`src/rtl/program_counter_if.sv`:
```
// Control and status bundle between the branch-decision logic and the program counter.
// The PC itself sits on the slave modport; whoever drives branch decisions is the master.
interface program_counter_if #(
    parameter int ADDR_W = 16
);
    logic              if_branch;
    logic [ADDR_W-1:0] branch_target;
    logic              is_call;
    logic              is_ret;
    logic              stall;
    logic              halt;
    logic [ADDR_W-1:0] pc;
    logic              pc_valid;
    logic              ras_empty;
    logic              ras_full;
    logic              ras_err;

    modport master (
        output if_branch, branch_target, is_call, is_ret, stall, halt,
        input  pc, pc_valid, ras_empty, ras_full, ras_err
    );

    modport slave (
        input  if_branch, branch_target, is_call, is_ret, stall, halt,
        output pc, pc_valid, ras_empty, ras_full, ras_err
    );
endinterface

```
`src/rtl/program_counter.sv`:
```
// Fetch program counter with a small return-address stack for call/return.
// Sequencing is IDLE -> RUN -> HALTED; only reset leaves HALTED.
module program_counter #(
    parameter int                ADDR_W    = 16,
    parameter logic [ADDR_W-1:0] RESET_PC  = '0,
    parameter int                RAS_DEPTH = 4
) (
    input logic             clk,
    input logic             rst_n,
    program_counter_if.slave bus
);

    localparam int PTR_W = $clog2(RAS_DEPTH);
    localparam int CNT_W = PTR_W + 1;
    localparam logic [CNT_W-1:0] FULL_CNT = CNT_W'(RAS_DEPTH);

    typedef enum logic [1:0] {
        IDLE,
        RUN,
        HALTED
    } state_t;

    state_t            state;
    state_t            state_next;
    logic [ADDR_W-1:0] pc_q;
    logic [ADDR_W-1:0] pc_next;
    logic [ADDR_W-1:0] pc_inc;
    logic [CNT_W-1:0]  count;
    logic [CNT_W-1:0]  count_next;
    logic              err;
    logic              err_next;
    logic              push_en;
    logic [PTR_W-1:0]  push_idx;
    logic [PTR_W-1:0]  top_idx;
    logic              empty;
    logic              full;
    logic [ADDR_W-1:0] stack [RAS_DEPTH];

    assign pc_inc   = pc_q + ADDR_W'(1);
    assign empty    = (count == '0);
    assign full     = (count == FULL_CNT);
    assign push_idx = count[PTR_W-1:0];
    assign top_idx  = PTR_W'(count - CNT_W'(1));

    always_ff @(posedge clk or negedge rst_n) begin
        if (!rst_n) begin
            state <= IDLE;
            pc_q  <= RESET_PC;
            count <= '0;
            err   <= 1'b0;
        end else begin
            state <= state_next;
            pc_q  <= pc_next;
            count <= count_next;
            err   <= err_next;
        end
    end

    // Stack storage needs no reset: the occupancy count alone decides what is reachable.
    always_ff @(posedge clk) begin
        if (push_en) begin
            stack[push_idx] <= pc_inc;
        end
    end

    always_comb begin
        state_next = state;
        pc_next    = pc_q;
        count_next = count;
        err_next   = err;
        push_en    = 1'b0;
        case (state)
            IDLE: begin
                state_next = RUN;
            end
            RUN: begin
                if (bus.halt) begin
                    state_next = HALTED;
                end else if (bus.stall) begin
                    pc_next = pc_q;
                end else if (bus.is_ret) begin
                    // A return on an empty stack falls through to the next address.
                    if (!empty) begin
                        pc_next    = stack[top_idx];
                        count_next = count - CNT_W'(1);
                    end else begin
                        pc_next  = pc_inc;
                        err_next = 1'b1;
                    end
                end else if (bus.if_branch) begin
                    pc_next = bus.branch_target;
                    if (bus.is_call) begin
                        if (full) begin
                            err_next = 1'b1;
                        end else begin
                            push_en    = 1'b1;
                            count_next = count + CNT_W'(1);
                        end
                    end
                end else begin
                    pc_next = pc_inc;
                end
            end
            HALTED: begin
                state_next = HALTED;
            end
            default: begin
                state_next = IDLE;
            end
        endcase
    end

    assign bus.pc        = pc_q;
    assign bus.pc_valid  = (state == RUN);
    assign bus.ras_empty = empty;
    assign bus.ras_full  = full;
    assign bus.ras_err   = err;

endmodule

```
`src/flat_wrapper.sv`:
```
// flat-port wrapper written by rule: the top's interface ports become plain ports
module program_counter_flat 
#(
    parameter int                ADDR_W    = 16,
    parameter logic [ADDR_W-1:0] RESET_PC  = '0,
    parameter int                RAS_DEPTH = 4
)
  (clk, rst_n, bus_if_branch, bus_branch_target, bus_is_call, bus_is_ret, bus_stall, bus_halt, bus_pc, bus_pc_valid, bus_ras_empty, bus_ras_full, bus_ras_err);
  program_counter_if #(.ADDR_W(ADDR_W)) bus_i ();
  input logic clk;
  input logic rst_n;
  input wire logic [$bits(bus_i.if_branch)-1:0] bus_if_branch;
  input wire logic [$bits(bus_i.branch_target)-1:0] bus_branch_target;
  input wire logic [$bits(bus_i.is_call)-1:0] bus_is_call;
  input wire logic [$bits(bus_i.is_ret)-1:0] bus_is_ret;
  input wire logic [$bits(bus_i.stall)-1:0] bus_stall;
  input wire logic [$bits(bus_i.halt)-1:0] bus_halt;
  output wire logic [$bits(bus_i.pc)-1:0] bus_pc;
  output wire logic [$bits(bus_i.pc_valid)-1:0] bus_pc_valid;
  output wire logic [$bits(bus_i.ras_empty)-1:0] bus_ras_empty;
  output wire logic [$bits(bus_i.ras_full)-1:0] bus_ras_full;
  output wire logic [$bits(bus_i.ras_err)-1:0] bus_ras_err;
  assign bus_i.if_branch = bus_if_branch;
  assign bus_i.branch_target = bus_branch_target;
  assign bus_i.is_call = bus_is_call;
  assign bus_i.is_ret = bus_is_ret;
  assign bus_i.stall = bus_stall;
  assign bus_i.halt = bus_halt;
  assign bus_pc = bus_i.pc;
  assign bus_pc_valid = bus_i.pc_valid;
  assign bus_ras_empty = bus_i.ras_empty;
  assign bus_ras_full = bus_i.ras_full;
  assign bus_ras_err = bus_i.ras_err;
  program_counter #(.ADDR_W(ADDR_W), .RESET_PC(RESET_PC), .RAS_DEPTH(RAS_DEPTH)) u_core (.clk(clk), .rst_n(rst_n), .bus(bus_i));
endmodule
```
`config.mk`:
```
export PLATFORM = sky130hd
export DESIGN_NAME = program_counter_flat
export DESIGN_NICKNAME = d
export VERILOG_FILES = /design/src/rtl/program_counter_if.sv /design/src/rtl/program_counter.sv /design/src/flat_wrapper.sv
export SDC_FILE = /design/constraint.sdc
export NUM_CORES = 1
export LEC_CHECK = 0
export CORE_ASPECT_RATIO = 1.5
export CORE_MARGIN = 1
export CORE_UTILIZATION = 56
export DETAILED_ROUTE_END_ITERATION = 10
export PLACE_DENSITY_LB_ADDON = 0.3
export SYNTH_ARGS = -nofsm -noshare
export SYNTH_HDL_FRONTEND = slang
export SYNTH_SLANG_ARGS = --single-unit
export TNS_END_PERCENT = 20
```
`constraint.sdc`:
```
create_clock -name clk -period 6.1 [get_ports clk]
set_clock_uncertainty 0.15 [all_clocks]
set_input_delay 1.83 -clock clk [delete_from_list [all_inputs] [get_ports clk]]
set_output_delay 1.83 -clock clk [all_outputs]
set_load 0.02 [all_outputs]
```
==> impl_results.md <==
- Status: complete, no violations
- Hold Crit Class: flip-flop to flip-flop
- Fin crit period: 4794 ps
- CP Class: flip-flop to output pin
- CP Capture Type: output pin
- Row count: 38
- Die footprint: 0.007936 mm²
- Share of Yosys cell area claimed by the top area cell type: 45.30%
- Slew Viols, Final: 0
- CTS tree: built
- Synthesized area: 0.004243 mm²
- Power Dens Cells: 413.2 mW/mm²
- Critical Path Max Stage Delay: 610 ps
- Sequential fraction of the synthesis area: 58.27%
- Share of synthesized flip-flops with an asynchronous set or reset: 25.58%
- Max Buffers Root-to-Sink: 2
- GRT Total Usage: 28.77%
- Setup TNS: 0 ps
- Layout net count: 389
- Via Count: 2887
- HPWL after detailed placement: 7248 µm
- Share of cells above drive strength 1: 14.33%
- Diode count: 0
- Ranking of synthesized cells by area: edfxtp_1 45%, dfrtp_1 13%, mux4_2 8.5%
- RSZ-0062 raised after global routing: no
- Drt drc: 0
- Root Driver: clkbuf_8
- Post-cts resize count: 0
- Vias in the first global route: 2849
- Syn_nets: 350
- Synth cell count leaders: 64 x edfxtp_1, 24 x nand2_1, 22 x dfrtp_1, 20 x o21ai_0, 19 x a21oi_1
- Fin crit share: 78.60%
- Peak supply drop: 0.2384 mV
- Most numerous cell on the critical path: inv_1
- Final setup margin: 1306 ps
- Leak: 1.799 nW
- Fmax achieved: 208.6 MHz
- Initial core utilization: 58.32%
- Setup WS pre-CTS: 1599 ps
- Slew margin rel.: 26.84%
- Syn avg cell area: 13.30 µm²
- Warnings, synthesis: 0
- WP data arrival: 2810 ps
- WL/cell: 21.96 µm
- Synthesized flop and latch total: 86
- Count leader, synth: edfxtp_1
- Clk pin slew, worst setup/hold paths: 80 ps
- DRT Wirelength: 10170 µm
- Final setup fails: 0
- TritonRoute pass-1 iters: 5
- Final Wtd Congestion: 0.9153
- Skew-Pair Late Insertion Delay: 360 ps
- Worst Tran Pin Value: 1094 ps
- Overflow after GRT: 0
- Hold Fails Final Rpt: 0
- Die Ht: 108.6 µm
- Post-CTS Setup Repair Bufs: 0
- Port-buffer cells: 42
- Wire length of the first global-routing pass: 15930 µm
- EDFF count, synth: 64
- Core Area: 0.007274 mm²
- Top_reg_cell synth: edfxtp_1
- Synth cell types: 56
- Ports: 43
- CP Launch Type: flip-flop
- Largest net degree at the start of global routing: 28
- Layout area overhead: 15.90%
- Vias per inst: 6.235
- CP required: 4120 ps
- Max_cap viols: 0
- Die extent in x: 73.07 µm
- Post-Synthesis Cells: 319
- Highest-delay cell along the critical path: clkdlybuf4s50_1
- Initial antenna violation count: 0
- Sink Count: 86
- Largest area contributor in the netlist: edfxtp_1
- Total CTS buffers: 9
- Iteration-0 DRC Markers: 276
- H-tree Lvls: 3
- CP Max Fanout: 19
- Post-CTS Hold Buffers: 0
- Crit-path cells: buf_4 -> inv_1 -> ha_1 -> nand2b_1 -> inv_1 -> clkdlybuf4s50_1
- Routed Antenna Nets: 0
logic make-up (layout without fill, tap and decap cells):
kind of cell | after synthesis | after routing | synth area share [%]
simple gates | 89 | 89 | 12.00
fa+ha+maj | 8 | 8 | 2.359
mux | 25 | 25 | 10.65
flops | 86 | 86 | 58.27
compound gates | 67 | 67 | 9.938
xor+xnor | 17 | 17 | 3.686
buf+inv | 27 | 71 | 3.096
per-stage QoR:
| step | cells | hold slack (ps) | cell area, µm² | util, % | total power, W |
|---|---|---|---|---|---|
| after floorplan | 319 | 334.7 | 4243 | - | 0.001355 |
| after global routing | 463 | 407.7 | 4917 | 67.60 | 0.002133 |
| final | 463 | 384.1 | 4917 | 67.60 | 0.002032 |
| after global placement | 447 | 358.1 | 4721 | 64.90 | 0.001635 |
| after detailed placement | 447 | 363.0 | 4721 | 64.90 | 0.001648 |
| after CTS | 463 | 382.0 | 4917 | 67.60 | 0.002044 |
area by class of cell:
type	count	area, µm²
clock buffers	9	123.9
clock inverters	7	72.57
fillers	532	2357
inverters	9	33.78
multi-input cells	206	1639
flip-flops and latches	86	2472
well taps	100	125.1
repair buffers	46	450.4
power breakdown:
group	internal, W	total, W	switching [W]
registers	0.000733	0.000845	0.000111
clock network	0.000191	0.000397	0.000206
logic	0.000355	0.000790	0.000436
cells in the final DEF, fill, tap and decap left out, types with 3 or more instances in the layout:
cell type	n
nand2_1	24
buf_4	4
dfrtp_1	22
nand3b_1	3
a31oi_1	4
xor2_1	6
inv_1	8
and3_1	6
ha_1	8
nor3_1	5
mux2i_1	8
xnor2_1	10
o21ai_0	20
nand4_1	4
mux4_2	16
clkbuf_8	9
a22o_1	4
nor2_1	15
edfxtp_1	64
nand2b_1	3
and2_1	6
a21oi_1	19
clkdlybuf4s50_1	42
nand3_1	8
state kept, by name, indices dropped and copies added (netlist names):
signal / flops
u_core.count: 3
u_core.stack: 64
u_core.bus.pc: 16
u_core.bus.ras_err: 1
u_core.state: 2
path summary, 6_finish.rpt:
| kind | from | endpoint | slack (ps) | depth (start not counted) |
|---|---|---|---|---|
| worst min register to register | u_core.count[2] | u_core.count[2] | 380 | 1 |
| worst min-delay path | u_core.count[2] | u_core.count[2] | 380 | 1 |
| worst max-delay path | u_core.count[0] | bus_ras_empty | 1310 | 6 |
| min in group asynchronous | rst_n | u_core.bus.pc[15] | 1910 | 1 |
| max in group asynchronous | rst_n | u_core.count[2] | 3230 | 1 |
| worst max register to register | u_core.count[0] | u_core.stack[2][11] | 3170 | 7 |
worst max-delay path: cells and delay by family (launching register included):
family / cells / cell delay, ps
DFF: 1 / 340
buffers and inverters: 4 / 1360
adders and majority gates: 1 / 280
and+or+nand+nor: 1 / 470
routing by layer:
| layer | vias up | wire length, µm | GRT usage (%) | share of wire (%) |
|---|---|---|---|---|
| met5 | - | 0 | 0 | 0 |
| met4 | 0 | 753 | 20.03 | 7.4 |
| met3 | 48 | 581 | 5.033 | 5.7 |
| met2 | 137 | 5334 | 47.49 | 52 |
| met1 | 1415 | 3500 | 33.61 | 34 |
| li1 | 1287 | - | - | - |
(Power assumes the default switching activity.)
